### config.mk
export PLATFORM = sky130hd
export DESIGN_NAME = ahb_lite_master_flat
export DESIGN_NICKNAME = d
export VERILOG_FILES = /design/src/rtl/ahb_lite_master_if.sv /design/src/rtl/ahb_lite_master.sv /design/src/flat_wrapper.sv
export SDC_FILE = /design/constraint.sdc
export NUM_CORES = 1
export LEC_CHECK = 0
export CAP_MARGIN = 30
export CORE_MARGIN = 1
export CORE_UTILIZATION = 35
export CTS_CLUSTER_SIZE = 28
export DETAILED_ROUTE_END_ITERATION = 8
export GPL_ROUTABILITY_DRIVEN = 0
export GPL_TIMING_DRIVEN = 1
export PLACE_DENSITY_LB_ADDON = 0.15
export SLEW_MARGIN = 20
export SYNTH_ARGS = -nofsm -noshare
export SYNTH_HDL_FRONTEND = slang
export SYNTH_SLANG_ARGS = --single-unit
### constraint.sdc
create_clock -name HCLK -period 3.9 [get_ports HCLK]
set_clock_uncertainty 0.1 [all_clocks]
set_input_delay 0.78 -clock HCLK [delete_from_list [all_inputs] [get_ports HCLK]]
set_output_delay 0.78 -clock HCLK [all_outputs]
set_load 0.005 [all_outputs]
### src/rtl/ahb_lite_master_if.sv
// Command/response channel and AHB-lite bus signals of ahb_lite_master.
// The master modport is the initiator view; the slave modport is the bus/client view.
interface ahb_lite_master_if #(
   parameter int unsigned AW = 32,
   parameter int unsigned DW = 32
);
   logic          cmd_valid;
   logic          cmd_ready;
   logic          cmd_write;
   logic [AW-1:0] cmd_addr;
   logic [DW-1:0] cmd_wdata;
   logic          rsp_valid;
   logic [DW-1:0] rsp_rdata;
   logic          rsp_err;
   logic          rsp_timeout;
   logic          HSEL;
   logic [AW-1:0] HADDR;
   logic [1:0]    HTRANS;
   logic          HWRITE;
   logic [2:0]    HSIZE;
   logic [DW-1:0] HWDATA;
   logic [DW-1:0] HRDATA;
   logic          HREADY;
   logic [1:0]    HRESP;

   modport master (
      input  cmd_valid, cmd_write, cmd_addr, cmd_wdata, HRDATA, HREADY, HRESP,
      output cmd_ready, rsp_valid, rsp_rdata, rsp_err, rsp_timeout,
             HSEL, HADDR, HTRANS, HWRITE, HSIZE, HWDATA
   );

   modport slave (
      output cmd_valid, cmd_write, cmd_addr, cmd_wdata, HRDATA, HREADY, HRESP,
      input  cmd_ready, rsp_valid, rsp_rdata, rsp_err, rsp_timeout,
             HSEL, HADDR, HTRANS, HWRITE, HSIZE, HWDATA
   );
endinterface

### src/rtl/ahb_lite_master.sv
// AHB-lite initiator: one single-word transfer per command (address phase, data phase,
// one-cycle response strobe), with HREADY wait states, HRESP ERROR and a stall watchdog.
module ahb_lite_master #(
   parameter int unsigned AW      = 32,
   parameter int unsigned DW      = 32,
   parameter int unsigned TIMEOUT = 16
) (
   input logic               HCLK,
   input logic               HRESETn,
   ahb_lite_master_if.master bus
);
   typedef enum logic [1:0] {IDLE, ADDR, DATA, RESP} state_t;

   localparam int unsigned   CW      = (TIMEOUT > 1) ? $clog2(TIMEOUT) : 1;
   localparam logic [CW-1:0] WD_LAST = (TIMEOUT > 0) ? CW'(TIMEOUT - 1) : '0;

   state_t        state, state_d;
   logic          hsel_q, hsel_d;
   logic [1:0]    htrans_q, htrans_d;
   logic [AW-1:0] haddr_q, haddr_d;
   logic          hwrite_q, hwrite_d;
   logic [DW-1:0] hwdata_q, hwdata_d;
   logic [DW-1:0] wdata_q, wdata_d;
   logic          rsp_valid_q, rsp_valid_d;
   logic [DW-1:0] rsp_rdata_q, rsp_rdata_d;
   logic          rsp_err_q, rsp_err_d;
   logic          rsp_tmo_q, rsp_tmo_d;
   logic [CW-1:0] wd_q, wd_d;
   logic          wd_hit;
   logic          abort;

   assign wd_hit = (TIMEOUT != 0) && (wd_q == WD_LAST);

   always_comb begin
      state_d     = state;
      hsel_d      = hsel_q;
      htrans_d    = htrans_q;
      haddr_d     = haddr_q;
      hwrite_d    = hwrite_q;
      hwdata_d    = hwdata_q;
      wdata_d     = wdata_q;
      rsp_valid_d = 1'b0;
      rsp_rdata_d = rsp_rdata_q;
      rsp_err_d   = rsp_err_q;
      rsp_tmo_d   = rsp_tmo_q;
      wd_d        = '0;
      abort       = 1'b0;
      unique case (state)
         IDLE: begin
            if (bus.cmd_valid) begin
               if (bus.cmd_addr[1:0] != 2'b00) begin
                  state_d     = RESP;
                  rsp_valid_d = 1'b1;
                  rsp_rdata_d = '0;
                  rsp_err_d   = 1'b1;
                  rsp_tmo_d   = 1'b0;
               end else begin
                  state_d  = ADDR;
                  hsel_d   = 1'b1;
                  htrans_d = 2'b10;
                  haddr_d  = bus.cmd_addr;
                  hwrite_d = bus.cmd_write;
                  wdata_d  = bus.cmd_wdata;
               end
            end
         end
         ADDR: begin
            if (bus.HREADY) begin
               state_d  = DATA;
               hsel_d   = 1'b0;
               htrans_d = 2'b00;
               if (hwrite_q) hwdata_d = wdata_q;
            end else if (wd_hit) begin
               abort = 1'b1;
            end else begin
               wd_d = wd_q + 1'b1;
            end
         end
         DATA: begin
            if (bus.HREADY) begin
               state_d     = RESP;
               rsp_valid_d = 1'b1;
               rsp_rdata_d = hwrite_q ? '0 : bus.HRDATA;
               rsp_err_d   = (bus.HRESP == 2'b01);
               rsp_tmo_d   = 1'b0;
            end else if (wd_hit) begin
               abort = 1'b1;
            end else begin
               wd_d = wd_q + 1'b1;
            end
         end
         RESP: state_d = IDLE;
         default: state_d = IDLE;
      endcase
      // Watchdog abort releases the bus and reports a zero-data error response.
      if (abort) begin
         state_d     = RESP;
         hsel_d      = 1'b0;
         htrans_d    = 2'b00;
         rsp_valid_d = 1'b1;
         rsp_rdata_d = '0;
         rsp_err_d   = 1'b1;
         rsp_tmo_d   = 1'b1;
      end
   end

   always_ff @(posedge HCLK or negedge HRESETn) begin
      if (!HRESETn) begin
         state       <= IDLE;
         hsel_q      <= 1'b0;
         htrans_q    <= 2'b00;
         haddr_q     <= '0;
         hwrite_q    <= 1'b0;
         hwdata_q    <= '0;
         wdata_q     <= '0;
         rsp_valid_q <= 1'b0;
         rsp_rdata_q <= '0;
         rsp_err_q   <= 1'b0;
         rsp_tmo_q   <= 1'b0;
         wd_q        <= '0;
      end else begin
         state       <= state_d;
         hsel_q      <= hsel_d;
         htrans_q    <= htrans_d;
         haddr_q     <= haddr_d;
         hwrite_q    <= hwrite_d;
         hwdata_q    <= hwdata_d;
         wdata_q     <= wdata_d;
         rsp_valid_q <= rsp_valid_d;
         rsp_rdata_q <= rsp_rdata_d;
         rsp_err_q   <= rsp_err_d;
         rsp_tmo_q   <= rsp_tmo_d;
         wd_q        <= wd_d;
      end
   end

   assign bus.cmd_ready   = (state == IDLE);
   assign bus.rsp_valid   = rsp_valid_q;
   assign bus.rsp_rdata   = rsp_rdata_q;
   assign bus.rsp_err     = rsp_err_q;
   assign bus.rsp_timeout = rsp_tmo_q;
   assign bus.HSEL        = hsel_q;
   assign bus.HADDR       = haddr_q;
   assign bus.HTRANS      = htrans_q;
   assign bus.HWRITE      = hwrite_q;
   assign bus.HSIZE       = 3'b010;
   assign bus.HWDATA      = hwdata_q;
endmodule

### src/flat_wrapper.sv
// flat-port wrapper written by rule: the top's interface ports become plain ports
module ahb_lite_master_flat 
#(
   parameter int unsigned AW      = 32,
   parameter int unsigned DW      = 32,
   parameter int unsigned TIMEOUT = 16
)
  (HCLK, HRESETn, bus_cmd_valid, bus_cmd_write, bus_cmd_addr, bus_cmd_wdata, bus_HRDATA, bus_HREADY, bus_HRESP, bus_cmd_ready, bus_rsp_valid, bus_rsp_rdata, bus_rsp_err, bus_rsp_timeout, bus_HSEL, bus_HADDR, bus_HTRANS, bus_HWRITE, bus_HSIZE, bus_HWDATA);
  ahb_lite_master_if #(.AW(AW), .DW(DW)) bus_i ();
  input logic HCLK;
  input logic HRESETn;
  input wire logic [$bits(bus_i.cmd_valid)-1:0] bus_cmd_valid;
  input wire logic [$bits(bus_i.cmd_write)-1:0] bus_cmd_write;
  input wire logic [$bits(bus_i.cmd_addr)-1:0] bus_cmd_addr;
  input wire logic [$bits(bus_i.cmd_wdata)-1:0] bus_cmd_wdata;
  input wire logic [$bits(bus_i.HRDATA)-1:0] bus_HRDATA;
  input wire logic [$bits(bus_i.HREADY)-1:0] bus_HREADY;
  input wire logic [$bits(bus_i.HRESP)-1:0] bus_HRESP;
  output wire logic [$bits(bus_i.cmd_ready)-1:0] bus_cmd_ready;
  output wire logic [$bits(bus_i.rsp_valid)-1:0] bus_rsp_valid;
  output wire logic [$bits(bus_i.rsp_rdata)-1:0] bus_rsp_rdata;
  output wire logic [$bits(bus_i.rsp_err)-1:0] bus_rsp_err;
  output wire logic [$bits(bus_i.rsp_timeout)-1:0] bus_rsp_timeout;
  output wire logic [$bits(bus_i.HSEL)-1:0] bus_HSEL;
  output wire logic [$bits(bus_i.HADDR)-1:0] bus_HADDR;
  output wire logic [$bits(bus_i.HTRANS)-1:0] bus_HTRANS;
  output wire logic [$bits(bus_i.HWRITE)-1:0] bus_HWRITE;
  output wire logic [$bits(bus_i.HSIZE)-1:0] bus_HSIZE;
  output wire logic [$bits(bus_i.HWDATA)-1:0] bus_HWDATA;
  assign bus_i.cmd_valid = bus_cmd_valid;
  assign bus_i.cmd_write = bus_cmd_write;
  assign bus_i.cmd_addr = bus_cmd_addr;
  assign bus_i.cmd_wdata = bus_cmd_wdata;
  assign bus_i.HRDATA = bus_HRDATA;
  assign bus_i.HREADY = bus_HREADY;
  assign bus_i.HRESP = bus_HRESP;
  assign bus_cmd_ready = bus_i.cmd_ready;
  assign bus_rsp_valid = bus_i.rsp_valid;
  assign bus_rsp_rdata = bus_i.rsp_rdata;
  assign bus_rsp_err = bus_i.rsp_err;
  assign bus_rsp_timeout = bus_i.rsp_timeout;
  assign bus_HSEL = bus_i.HSEL;
  assign bus_HADDR = bus_i.HADDR;
  assign bus_HTRANS = bus_i.HTRANS;
  assign bus_HWRITE = bus_i.HWRITE;
  assign bus_HSIZE = bus_i.HSIZE;
  assign bus_HWDATA = bus_i.HWDATA;
  ahb_lite_master #(.AW(AW), .DW(DW), .TIMEOUT(TIMEOUT)) u_core (.HCLK(HCLK), .HRESETn(HRESETn), .bus(bus_i));
endmodule
Yosys cells after proc, flatten, opt, wreduce, memory -nomap -nowiden. Index checks and enable logic that the tools add are counted.

Latch bits: 0. RAM bits: 0. Logic and storage cells: 76. Output and inout bits: 107. Memories: 0. Register bits after elaboration: 141. Bits of input ports: 103. ROM bits: 0.

Shift operators: 0. Add/sub/neg operators: 1. Divide/modulo/power cells: 0. Muxes and demuxes: 42. Multiply operators: 0. Reduce and logical (&&, ||, !) cells: 10. Magnitude comparators: 0. Bitwise operators: 1. Eq/ne operators: 10.

Operator list (number): $mux W32 (5); $pmux W32 S2 (1); $mux W1 (18); $mux W2 (9); $mux W4 (3); $ne A3 B2 Y1 const B (4); $reduce_and A3 Y1 (3); $pmux W1 S2 (4); $pmux W2 S4 (1); $reduce_and A4 Y1 (2); $reduce_bool A3 Y1 (2); $add A4 B1 Y4 const B (1); $eq A2 B1 Y1 const B (2); $eq A2 B2 Y1 const B (2); $eq A4 B4 Y1 const B (1); $pmux W2 S2 (1); $ne A3 B1 Y1 const B (1); $logic_not A2 Y1 (1); $reduce_bool A2 Y1 (1); $reduce_or A2 Y1 (1); $not A1 Y1 (1).

Logic depth before layout (Yosys ltp).
Word-level depth: 6. Depth in mapped cells: 7. Depth with buffers taken out: 5.

Worst setup path before layout. No wires, ideal clock.

Kind: input -> register. Start: input bus_cmd_valid. End: register u_core.haddr_q[10] (netlist: u_core.bus.HADDR[10]). Data arrival time: 1.654 ns. Required time: 3.675 ns. Setup time: 0.125 ns. Cell stages on the path: 5. Slack: 2.021 ns. Path buffers: 2. Path through: nand2_1 nor3_2 buf_6 buf_8 mux2_2.

Word-level cells in the longest chain between the ends: 1.

RTL lines: start, declared (RTL line flat_wrapper.sv:12) `input wire logic [$bits(bus_i.cmd_valid)-1:0] bus_cmd_valid;`; $reduce_and A3 Y1 (no source line); end signal, assigned (RTL line ahb_lite_master.sv:125) `haddr_q <= haddr_d;`; end, declared (RTL line ahb_lite_master.sv:20) `logic [AW-1:0] haddr_q, haddr_d;`.

Every way passes these cells. A chain may end at the register's enable or synchronous reset.

Worst setup path after layout.
Start: register u_core.state[0]. End: output bus_cmd_ready.

Word-level cells in the longest chain between the ends: 1.

RTL lines: start, declared (RTL line ahb_lite_master.sv:17) `state_t state, state_d;`; start signal, assigned (RTL line ahb_lite_master.sv:122) `state <= state_d;`; $logic_not A2 Y1 (RTL line ahb_lite_master.sv:137) `assign bus.cmd_ready = (state == IDLE);`; end, declared (RTL line flat_wrapper.sv:19) `output wire logic [$bits(bus_i.cmd_ready)-1:0] bus_cmd_ready;`.

Every way passes these cells.

==> run summary <==
1st-pass router iterations: 4
Worst-margin pin slew: 0.860 ns
Min cycle time layout: 2.65 ns
Die height: 130 um
Post-synth EDFFs: 0
Status: finished clean
Peak Freq: 377 MHz
# hold bufs at CTS: 0
Final instance area: 8550 um2
Synthesized instance count: 415
Share of the synthesized area in the top cell type: 60.6%
Leak pwr: 0.00375 uW
Die area: 16900 um2
Placement row count: 46
Fraction of layout cells with a size suffix above 1: 21.7%
Syn Area/Cell: 13.8 um2
Final net count: 727
Overflow after GRT: 0
Ant diodes: 0
Cell Area, Synth: 5740 um2
RR Startpoint: u_core.state[0]$_DFFE_PN0P_
Cell Area, Placed: 7940 um2
Combinational power share: 35.2%
Clock power share: 26.6%
Die width: 130 um
Seq pwr share: 38.2%
Worst-case clock buffer depth: 2
Register area share after synthesis: 60.6%
Worst r2r path cells: 6
Global Route Usage Sum: 16.0%
Synth Flop Type: dfrtp_1
DR WL/cell: 15.5 um
DPL Wire Length: 9.02 mm
CTS Buf Count: 17
Worst-Skew Late Latency: 0.41 ns
Crit path capture: bus_cmd_ready
H-tree depth: 4
Largest cells by area after synthesis: dfrtp_1 61%, mux2_2 18%, mux2i_1 5.9%, o21ai_0 3.1%, nand2_1 2.3%
Initial antenna violation count: 0
WL final: 13.2 mm
Worst Path Arrival: 1.77 ns
Root Driver: clkbuf_16
Setup crit start kind: register
I/O pins: 210
P_sw: 1660 uW
Final ANT Viol Nets: 0
Clock sink count: 139
Hold WC Path Type: in2async
Hold Fails Final Rpt: 0
Area added between synthesis and finish: 49.0%
Detailed Route Iter0 Violations: 116
CTS tree: built
Critical path class: reg2out
Setup WS post-layout: 1.25 ns
Postcts setup bufs: 0
#FFs+latches synth: 139
IO Port Bufs: 205
Max-Cap Viols: 0
Maximum VDD drop: 0.000335 V
Yosys Warn Count: 0
Via density per instance: 4.63
# fillers: 1374
P_int: 4250 uW
Sw Ratio: 28.0%
CP required: 3.02 ns
Dpl ws: 0.854 ns
CP endpoint kind: output port
Share of flip-flops with an asynchronous set or reset: 100%
Pin count of the biggest net entering global routing: 67
Top fanout value on the critical path: 6
Final Cycle Share: 68.0%
Initial Utilization: 36.0%
CTS clk-pin slew, worst paths: 0.06 ns
DRC: 0
Synth unique cells: 32
Vias after detailed routing: 3929
Final TNS setup: 0 ns
RSZ-0062 raised after global routing: false
First-pass GRT wire length: 20.5 mm
Post-cts resize count: 0
CP Launch Point: u_core.state[0]$_DFFE_PN0P_
RR Endpoint: u_core.bus.rsp_rdata[12]$_DFFE_PN0P_
Max_slew headroom: 42.7%
Finish-stage setup viols: 0
R2R Setup Slk: 1.52 ns
PwrDens: 691 nW/um2
Vias in the first global route: 3975
Leading area contributor after synthesis: dfrtp_1
Core area: 15900 um2
Pins Over Slew Limit: 0
cells in the mapped netlist (all sizes together) (3+ instances only):
| cell | number |
|---|---|
| nor2 | 6 |
| a21oi | 5 |
| clkbuf | 6 |
| ha | 5 |
| buf | 24 |
| dfrtp | 139 |
| mux2 | 96 |
| nand2 | 35 |
| mux2i | 34 |
| o21ai | 36 |
| nor2b | 3 |
| inv | 5 |
worst min-delay path by stage:
stage | start | end | cells past startpoint
after global placement | u_core.bus.rsp_timeout$_DFFE_PN0P_ | u_core.bus.rsp_timeout$_DFFE_PN0P_ | 1
after floorplan | u_core.wdata_q[1]$_DFFE_PN0P_ | u_core.wdata_q[1]$_DFFE_PN0P_ | 1
after global routing | HRESETn | u_core.bus.HADDR[29]$_DFFE_PN0P_ | 1
after CTS | HRESETn | u_core.bus.HADDR[19]$_DFFE_PN0P_ | 1
after detailed placement | u_core.bus.rsp_timeout$_DFFE_PN0P_ | u_core.bus.rsp_timeout$_DFFE_PN0P_ | 1
final | HRESETn | u_core.bus.HADDR[19]$_DFFE_PN0P_ | 1
stage by stage:
step | cells | hold WS (ns) | util (%) | total power [uW]
finish | 848 | 0.203 | 53.6 | 5910
global route | 848 | 0.225 | 53.6 | 6280
CTS | 847 | 0.206 | 53.4 | 6000
detailed placement | 815 | 0.372 | 49.8 | 4390
global placement | 814 | 0.362 | 49.6 | 4310
floorplan | 417 | 0.354 | - | 3330
sequential cells by signal, indices dropped and copies added (netlist names):
register / count
u_core.bus.rsp_err: 1
u_core.bus.HADDR: 32
u_core.bus.rsp_timeout: 1
u_core.bus.HTRANS: 1
u_core.bus.HWDATA: 32
u_core.bus.rsp_rdata: 32
u_core.wdata_q: 32
u_core.bus.rsp_valid: 1
u_core.wd_q: 4
u_core.bus.HWRITE: 1
u_core.state: 2
kinds of logic (layout without fill, tap and decap cells):
family	after synthesis	after routing	share of synthesized area (%)
AO/OA/AOI/OAI	48	48	4.58
other	2	4	0.131
adder cells (fa/ha/maj)	5	5	1.09
AND/OR/NAND/NOR	55	55	4.30
flip-flops	139	139	60.6
XOR/XNOR	1	1	0.153
multiplexers	130	130	24.8
buffers and inverters	35	250	4.36
per-layer routing:
layer | track usage [%] | vias up | share of wire [%]
met5 | 0 | - | 0
met4 | 7.39 | 0 | 1.8
met3 | 4.88 | 17 | 5.8
met2 | 25.7 | 126 | 49
met1 | 19.8 | 1943 | 43
li1 | - | 1843 | -
worst max-delay path, cell delays in order, from the launching register on:
cell and delay, ns:
dfrtp_1 0.40, inv_1 0.11, ha_1 0.28, clkdlybuf4s50_1 0.57
power by group through the flow:
stage	Combinational [uW]	Clock (uW)	Sequential [uW]
final	2080	1570	2260
after global routing	2280	1680	2330
after CTS	2110	1620	2260
after detailed placement	2110	0	2280
after global placement	2050	0	2260
after floorplan	1060	0	2270
cell usage in the layout (no fill, tap or decap), drive strengths merged, types with 3 or more instances in the layout:
cell type,netlist,routed
nand2,35,35
clkbuf,6,19
buf,24,9
ha,5,5
mux2,96,96
nor2,6,6
o21ai,36,36
a21oi,5,5
dfrtp,139,139
clkinvlp,0,6
clkdlybuf4s50,0,204
clkinv,0,3
inv,5,7
mux2i,34,34
nor2b,3,3
conb,2,4
layout make-up:
type / instances / area, um2 / share of cell area (%)
multi-input combinational: 243 / 2040 / 23.8
clock buffer: 19 / 433 / 5.06
inverter: 5 / 18.8 / 0.220
clock inverter: 13 / 145 / 1.70
tap: 216 / 270 / 3.16
timing repair buffer: 213 / 2170 / 25.3
sequential: 139 / 3480 / 40.7
No activity file was read; power rests on OpenSTA's default activity.
